`config.mk`:
```
export PLATFORM = sky130hd
export DESIGN_NAME = write_back_arbiter
export DESIGN_NICKNAME = d
export VERILOG_FILES = /design/src/rtl/write_back_arbiter.sv
export SDC_FILE = /design/constraint.sdc
export NUM_CORES = 1
export LEC_CHECK = 0
export BUFFER_PORTS_ARGS = -buffer_cell sky130_fd_sc_hd__clkbuf_2
export CORE_UTILIZATION = 57
export DETAILED_ROUTE_END_ITERATION = 6
export PLACE_DENSITY = 0.83
export SYNTH_ARGS = -nofsm -noshare
export SYNTH_HDL_FRONTEND = slang
export SYNTH_SLANG_ARGS = --single-unit
```
`constraint.sdc`:
```
create_clock -name clk -period 4 [get_ports clk]
set_input_delay 0.8 -clock clk [delete_from_list [all_inputs] [get_ports clk]]
set_output_delay 0.8 -clock clk [all_outputs]
set_load 0.005 [all_outputs]
```
`src/rtl/write_back_arbiter.sv`:
```
// Shares the register-file write port between pipeline write-back and the MDU.
// Optional starvation guard is built when WB_ARB_STARVE_GUARD_EN is defined.
module write_back_arbiter #(
   parameter int DEPTH        = 4,
   parameter int STARVE_LIMIT = 8
) (
   input  logic                       clk,
   input  logic                       rst_n,
   input  logic                       wb_valid,
   input  logic [4:0]                 wb_reg_addr,
   input  logic [31:0]                wb_data,
   input  logic                       mdu_valid,
   output logic                       mdu_ready,
   input  logic [4:0]                 mdu_reg_addr,
   input  logic [31:0]                mdu_data,
   output logic                       rf_we,
   output logic [4:0]                 rf_addr,
   output logic [31:0]                rf_wdata,
   output logic [31:0]                busy_mask,
   output logic [$clog2(DEPTH+1)-1:0] fifo_count,
   output logic                       stall_wb
);

   localparam int PW = $clog2(DEPTH);
   localparam int CW = $clog2(DEPTH+1);

   logic [4:0]    q_addr [DEPTH];
   logic [31:0]   q_data [DEPTH];
   logic [PW-1:0] head;
   logic [PW-1:0] tail;
   logic [CW-1:0] count;
   logic [PW-1:0] off;

   logic force_sel;
   logic empty;
   logic accept;
   logic mdu_live;
   logic wb_live;
   logic sel_wb;
   logic sel_pop;
   logic sel_byp;
   logic push;

   assign empty      = (count == '0);
   assign mdu_ready  = (count < CW'(DEPTH));
   assign fifo_count = count;
   assign accept     = mdu_valid && mdu_ready;
   assign mdu_live   = accept && (mdu_reg_addr != 5'd0);
   assign wb_live    = wb_valid && (wb_reg_addr != 5'd0);

   always_comb begin
      sel_wb  = 1'b0;
      sel_pop = 1'b0;
      sel_byp = 1'b0;
      if (force_sel)
         sel_pop = !empty;
      else if (wb_live)
         sel_wb = 1'b1;
      else if (!empty)
         sel_pop = 1'b1;
      else
         sel_byp = mdu_live;
   end

   assign push = mdu_live && !sel_byp;

   always_ff @(posedge clk or negedge rst_n) begin
      if (!rst_n) begin
         head  <= '0;
         tail  <= '0;
         count <= '0;
      end else begin
         if (push)
            tail <= tail + 1'b1;
         if (sel_pop)
            head <= head + 1'b1;
         count <= count + CW'(push) - CW'(sel_pop);
      end
   end

   // Payload storage needs no reset: only entries inside head..count are read.
   always_ff @(posedge clk) begin
      if (push) begin
         q_addr[tail] <= mdu_reg_addr;
         q_data[tail] <= mdu_data;
      end
   end

   always_ff @(posedge clk or negedge rst_n) begin
      if (!rst_n) begin
         rf_we    <= 1'b0;
         rf_addr  <= 5'd0;
         rf_wdata <= 32'd0;
      end else begin
         rf_we <= sel_wb | sel_pop | sel_byp;
         unique case (1'b1)
            sel_wb: begin
               rf_addr  <= wb_reg_addr;
               rf_wdata <= wb_data;
            end
            sel_pop: begin
               rf_addr  <= q_addr[head];
               rf_wdata <= q_data[head];
            end
            sel_byp: begin
               rf_addr  <= mdu_reg_addr;
               rf_wdata <= mdu_data;
            end
            default: ;
         endcase
      end
   end

   always_comb begin
      busy_mask = '0;
      off       = '0;
      for (int i = 0; i < DEPTH; i++) begin
         off = PW'(i) - head;
         if (CW'(off) < count)
            busy_mask[q_addr[i]] = 1'b1;
      end
   end

`ifdef WB_ARB_STARVE_GUARD_EN
   typedef enum logic {ST_NORMAL, ST_FORCE} arb_state_t;

   arb_state_t state;
   arb_state_t state_nxt;
   logic [7:0] starve_cnt;
   logic [7:0] starve_nxt;

   always_ff @(posedge clk or negedge rst_n) begin
      if (!rst_n) begin
         state      <= ST_NORMAL;
         starve_cnt <= 8'd0;
      end else begin
         state      <= state_nxt;
         starve_cnt <= starve_nxt;
      end
   end

   // Forcing on the edge the limit is reached caps the pipeline at LIMIT wins.
   always_comb begin
      state_nxt  = state;
      starve_nxt = starve_cnt;
      unique case (state)
         ST_FORCE: begin
            state_nxt  = ST_NORMAL;
            starve_nxt = 8'd0;
         end
         default: begin
            if (!empty && sel_wb)
               starve_nxt = starve_cnt + 8'd1;
            else
               starve_nxt = 8'd0;
            if (starve_nxt >= 8'(STARVE_LIMIT))
               state_nxt = ST_FORCE;
         end
      endcase
   end

   always_comb begin
      force_sel = (state == ST_FORCE);
      stall_wb  = force_sel;
   end
`else
   localparam int unused_limit = STARVE_LIMIT;

   assign force_sel = 1'b0;
   assign stall_wb  = 1'b0;
`endif

endmodule

```
==> impl_metrics.py <==
metrics = {
    "placement": {
        "io_buffers": 151,
        "dpl_cell_area_um2": 10200,
        "dpl.hpwl_um": 18800,
        "gp_routability_congestion": 0.936,
        "dp.cells": 1008,
    },
    "worst_setup_path": {
        "worstPathMaxFanout": 8,
        "cp-end-kind": "primary output",
        "cp.required_ps": 3200,
        "crit_start": "fifo_count[1]",
        "crit_arrival_ps": 2910,
        "worst-setup-path-type": "flop to primary output",
        "startpoint_type": "flop",
        "reg2reg_from": "fifo_count[2]",
    },
    "global_route": {
        "grt_pass1_wl_um": 40800,
        "antenna_found_initial": 0,
        "grtUsageTotal_pct": 33.9,
        "overflow": 0,
        "grt_pass1_vias": 7054,
        "grt_max_degree": 39,
    },
    "finish": {
        "final_common_cell": "clkbuf_2",
        "nets": 900,
        "instances_no_fill": 1040,
        "n_antenna_cell": 0,
        "finish.utilization_pct": 67.9,
        "drive_gt1_share_pct": 31.9,
        "syn_to_final_growth_pct": 16.5,
        "layout_common_cells": "clkbuf_2, edfxtp_1, nand2_1, nor2_1, dfrtp_1",
        "final_area_um2": 10800,
    },
    "logic_synthesis": {
        "yosys-top-cells-area": "edfxtp_1, dfrtp_1, mux4_2",
        "ys_ff_latch": 193,
        "synth_area_per_cell_um2": 13.8,
        "synthFlopType": "edfxtp_1",
        "synthesis.instances": 671,
        "syn-cell-area_um2": 9250,
        "synth_edf_count": 148,
        "ys_async_sr_fraction_pct": 23.3,
        "synth.net_count": 760,
        "yosysUniqueCellTypes": 57,
        "yosysWarnings": 0,
        "synth_top_area_share_pct": 48.0,
        "seq_area_frac_synth_pct": 60.2,
        "yosysTopAreaCell": "edfxtp_1",
    },
    "routing": {
        "routedWlPerCell_um": 26.3,
        "ant_nets": 0,
        "firstDrtPassIters": 5,
        "remaining_drc_errors": 0,
        "wirelength_um": 27400,
        "vias": 7091,
        "drtIter0Drc": 666,
        "viasPerCell": 6.82,
    },
    "clock_network": {
        "clk_path_buf_depth": 2,
        "cts.clk_slew.worst_paths_ps": 80,
        "cts_tree": "yes",
        "root_buffer": "clkbuf_16",
        "cts_resized": 0,
        "cts-htree-levels": 4,
        "cts_buffers": 17,
        "clock_sinks": 193,
        "postCtsSetupRepairBufs": 0,
        "clk-insertion-delay-late_ps": 440,
        "holdBufCountCts": 0,
    },
    "run": {
        "cap_violations": 0,
    },
    "timing": {
        "skew_ps": 16.7,
        "period_minus_slack_ps": 3710,
        "max_slew_margin_pct": 24.6,
        "rsz0062_at_grt": "false",
        "final.setup.tns_ps": 0,
        "min_period_over_period_pct": 92.7,
        "hold_viol_final": 0,
        "slew_violations": 0,
        "setup_viol": 0,
        "worst_pin_slew_ps": 1130,
        "max_freq_mhz": 270,
    },
    "status": {
        "status": "complete, no violations",
    },
    "worst_hold_path": {
        "hold_path.class": "input port to asynchronous set/reset pin",
    },
    "floorplan": {
        "rows": 46,
        "core_area_um2": 15900,
        "fp.dieH_um": 129,
        "initial_core_util_pct": 58.2,
        "die_w_um": 129,
        "die_area_um2": 16700,
        "pin_count": 153,
    },
    "pwr": {
        "p_leak_nw": 3.97,
        "vdd_ir_drop_max_uv": 484,
        "p_per_area_nw_per_um2": 669,
    },
}
-- synthesized netlist by cell type (5+ instances only) --
| cell type | count |
|---|---|
| nor4b_1 | 5 |
| a2bb2oi_1 | 5 |
| nand2b_1 | 13 |
| dfrtp_1 | 45 |
| edfxtp_1 | 148 |
| nand4_1 | 8 |
| nor2_1 | 52 |
| and2_1 | 13 |
| buf_2 | 9 |
| o221a_2 | 12 |
| o21ai_0 | 6 |
| nand2_1 | 65 |
| o2bb2ai_1 | 32 |
| o221ai_1 | 6 |
| a221o_1 | 12 |
| o221a_1 | 20 |
| xnor2_1 | 5 |
| ha_1 | 10 |
| o22ai_1 | 17 |
| nor3_1 | 7 |
| mux4_2 | 37 |
| clkbuf_1 | 21 |
| o211ai_1 | 9 |
| inv_1 | 12 |
| nor2b_1 | 14 |
| nand3_1 | 18 |
| buf_1 | 8 |
-- metrics by stage --
stage / setup slack [ps] / hold WS, ps / total power, mW
2_1_floorplan: 837 / 504 / 4.55
3_3_place_gp: 687 / 530 / 5.41
3_5_place_dp: 590 / 538 / 5.52
4_1_cts: 331 / 457 / 7.19
5_1_grt: 136 / 495 / 7.51
6_report: 291 / 453 / 7.21
-- sequential cells by signal (all words and copies together), names as in the netlist --
| signal | count |
|---|---|
| q_data | 128 |
| tail | 2 |
| fifo_count | 3 |
| rf_addr | 5 |
| q_addr | 20 |
| rf_we | 1 |
| rf_wdata | 32 |
| head | 2 |
-- worst paths after layout --
check / cells past startpoint / slack, ps / to
min in group clk: 1 / 560 / rf_wdata[20]
worst min register to register: 1 / 560 / rf_wdata[20]
worst max register to register: 11 / 1140 / fifo_count[2]
worst min-delay path: 1 / 450 / rf_wdata[16]
worst max-delay path: 8 / 290 / busy_mask[17]
max in group asynchronous: 2 / 2750 / head[1]
-- cells by family (layout without fill, tap and decap cells) --
group | after synthesis | after routing | synth area share [%]
AO/OA/AOI/OAI | 151 | 151 | 14.3
XOR/XNOR | 6 | 6 | 0.568
adder cells (fa/ha/maj) | 11 | 11 | 1.57
buffers and inverters | 55 | 208 | 2.68
flip-flops | 193 | 193 | 60.2
multiplexers | 38 | 38 | 9.13
other | 1 | 1 | 0.0405
AND/OR/NAND/NOR | 216 | 216 | 11.5
-- critical path: stages (launching register included) --
cell and delay (ps):
dfrtp_1 480, inv_1 140, ha_1 330, a21boi_0 150, o21ai_1 340, nand2b_1 270
nor3_1 480, a211o_1 180, clkbuf_2 110
-- area by class of cell --
type / instances / area, um2
multi-input cells: 423 / 3460
repair buffers: 164 / 853
well taps: 216 / 270
inverters: 12 / 45.0
flip-flops and latches: 193 / 5570
fillers: 1095 / 5110
clock buffers: 18 / 439
clock inverters: 14 / 135
-- power by group --
part / internal (mW) / total, mW / switching, mW
Combinational: 1.14 / 2.71 / 1.57
Sequential: 2.59 / 2.84 / 0.251
Clock: 0.847 / 1.65 / 0.807
Total: 4.58 / 7.21 / 2.62
-- routing by layer --
layer	GRT usage, %	wire (um)	up-vias
met2	57.3	14100	497
met1	42.1	10200	3551
li1	-	-	2965
met3	7.56	2250	78
met4	14.9	816	0
met5	0	0	-
(Power assumes the default switching activity.)
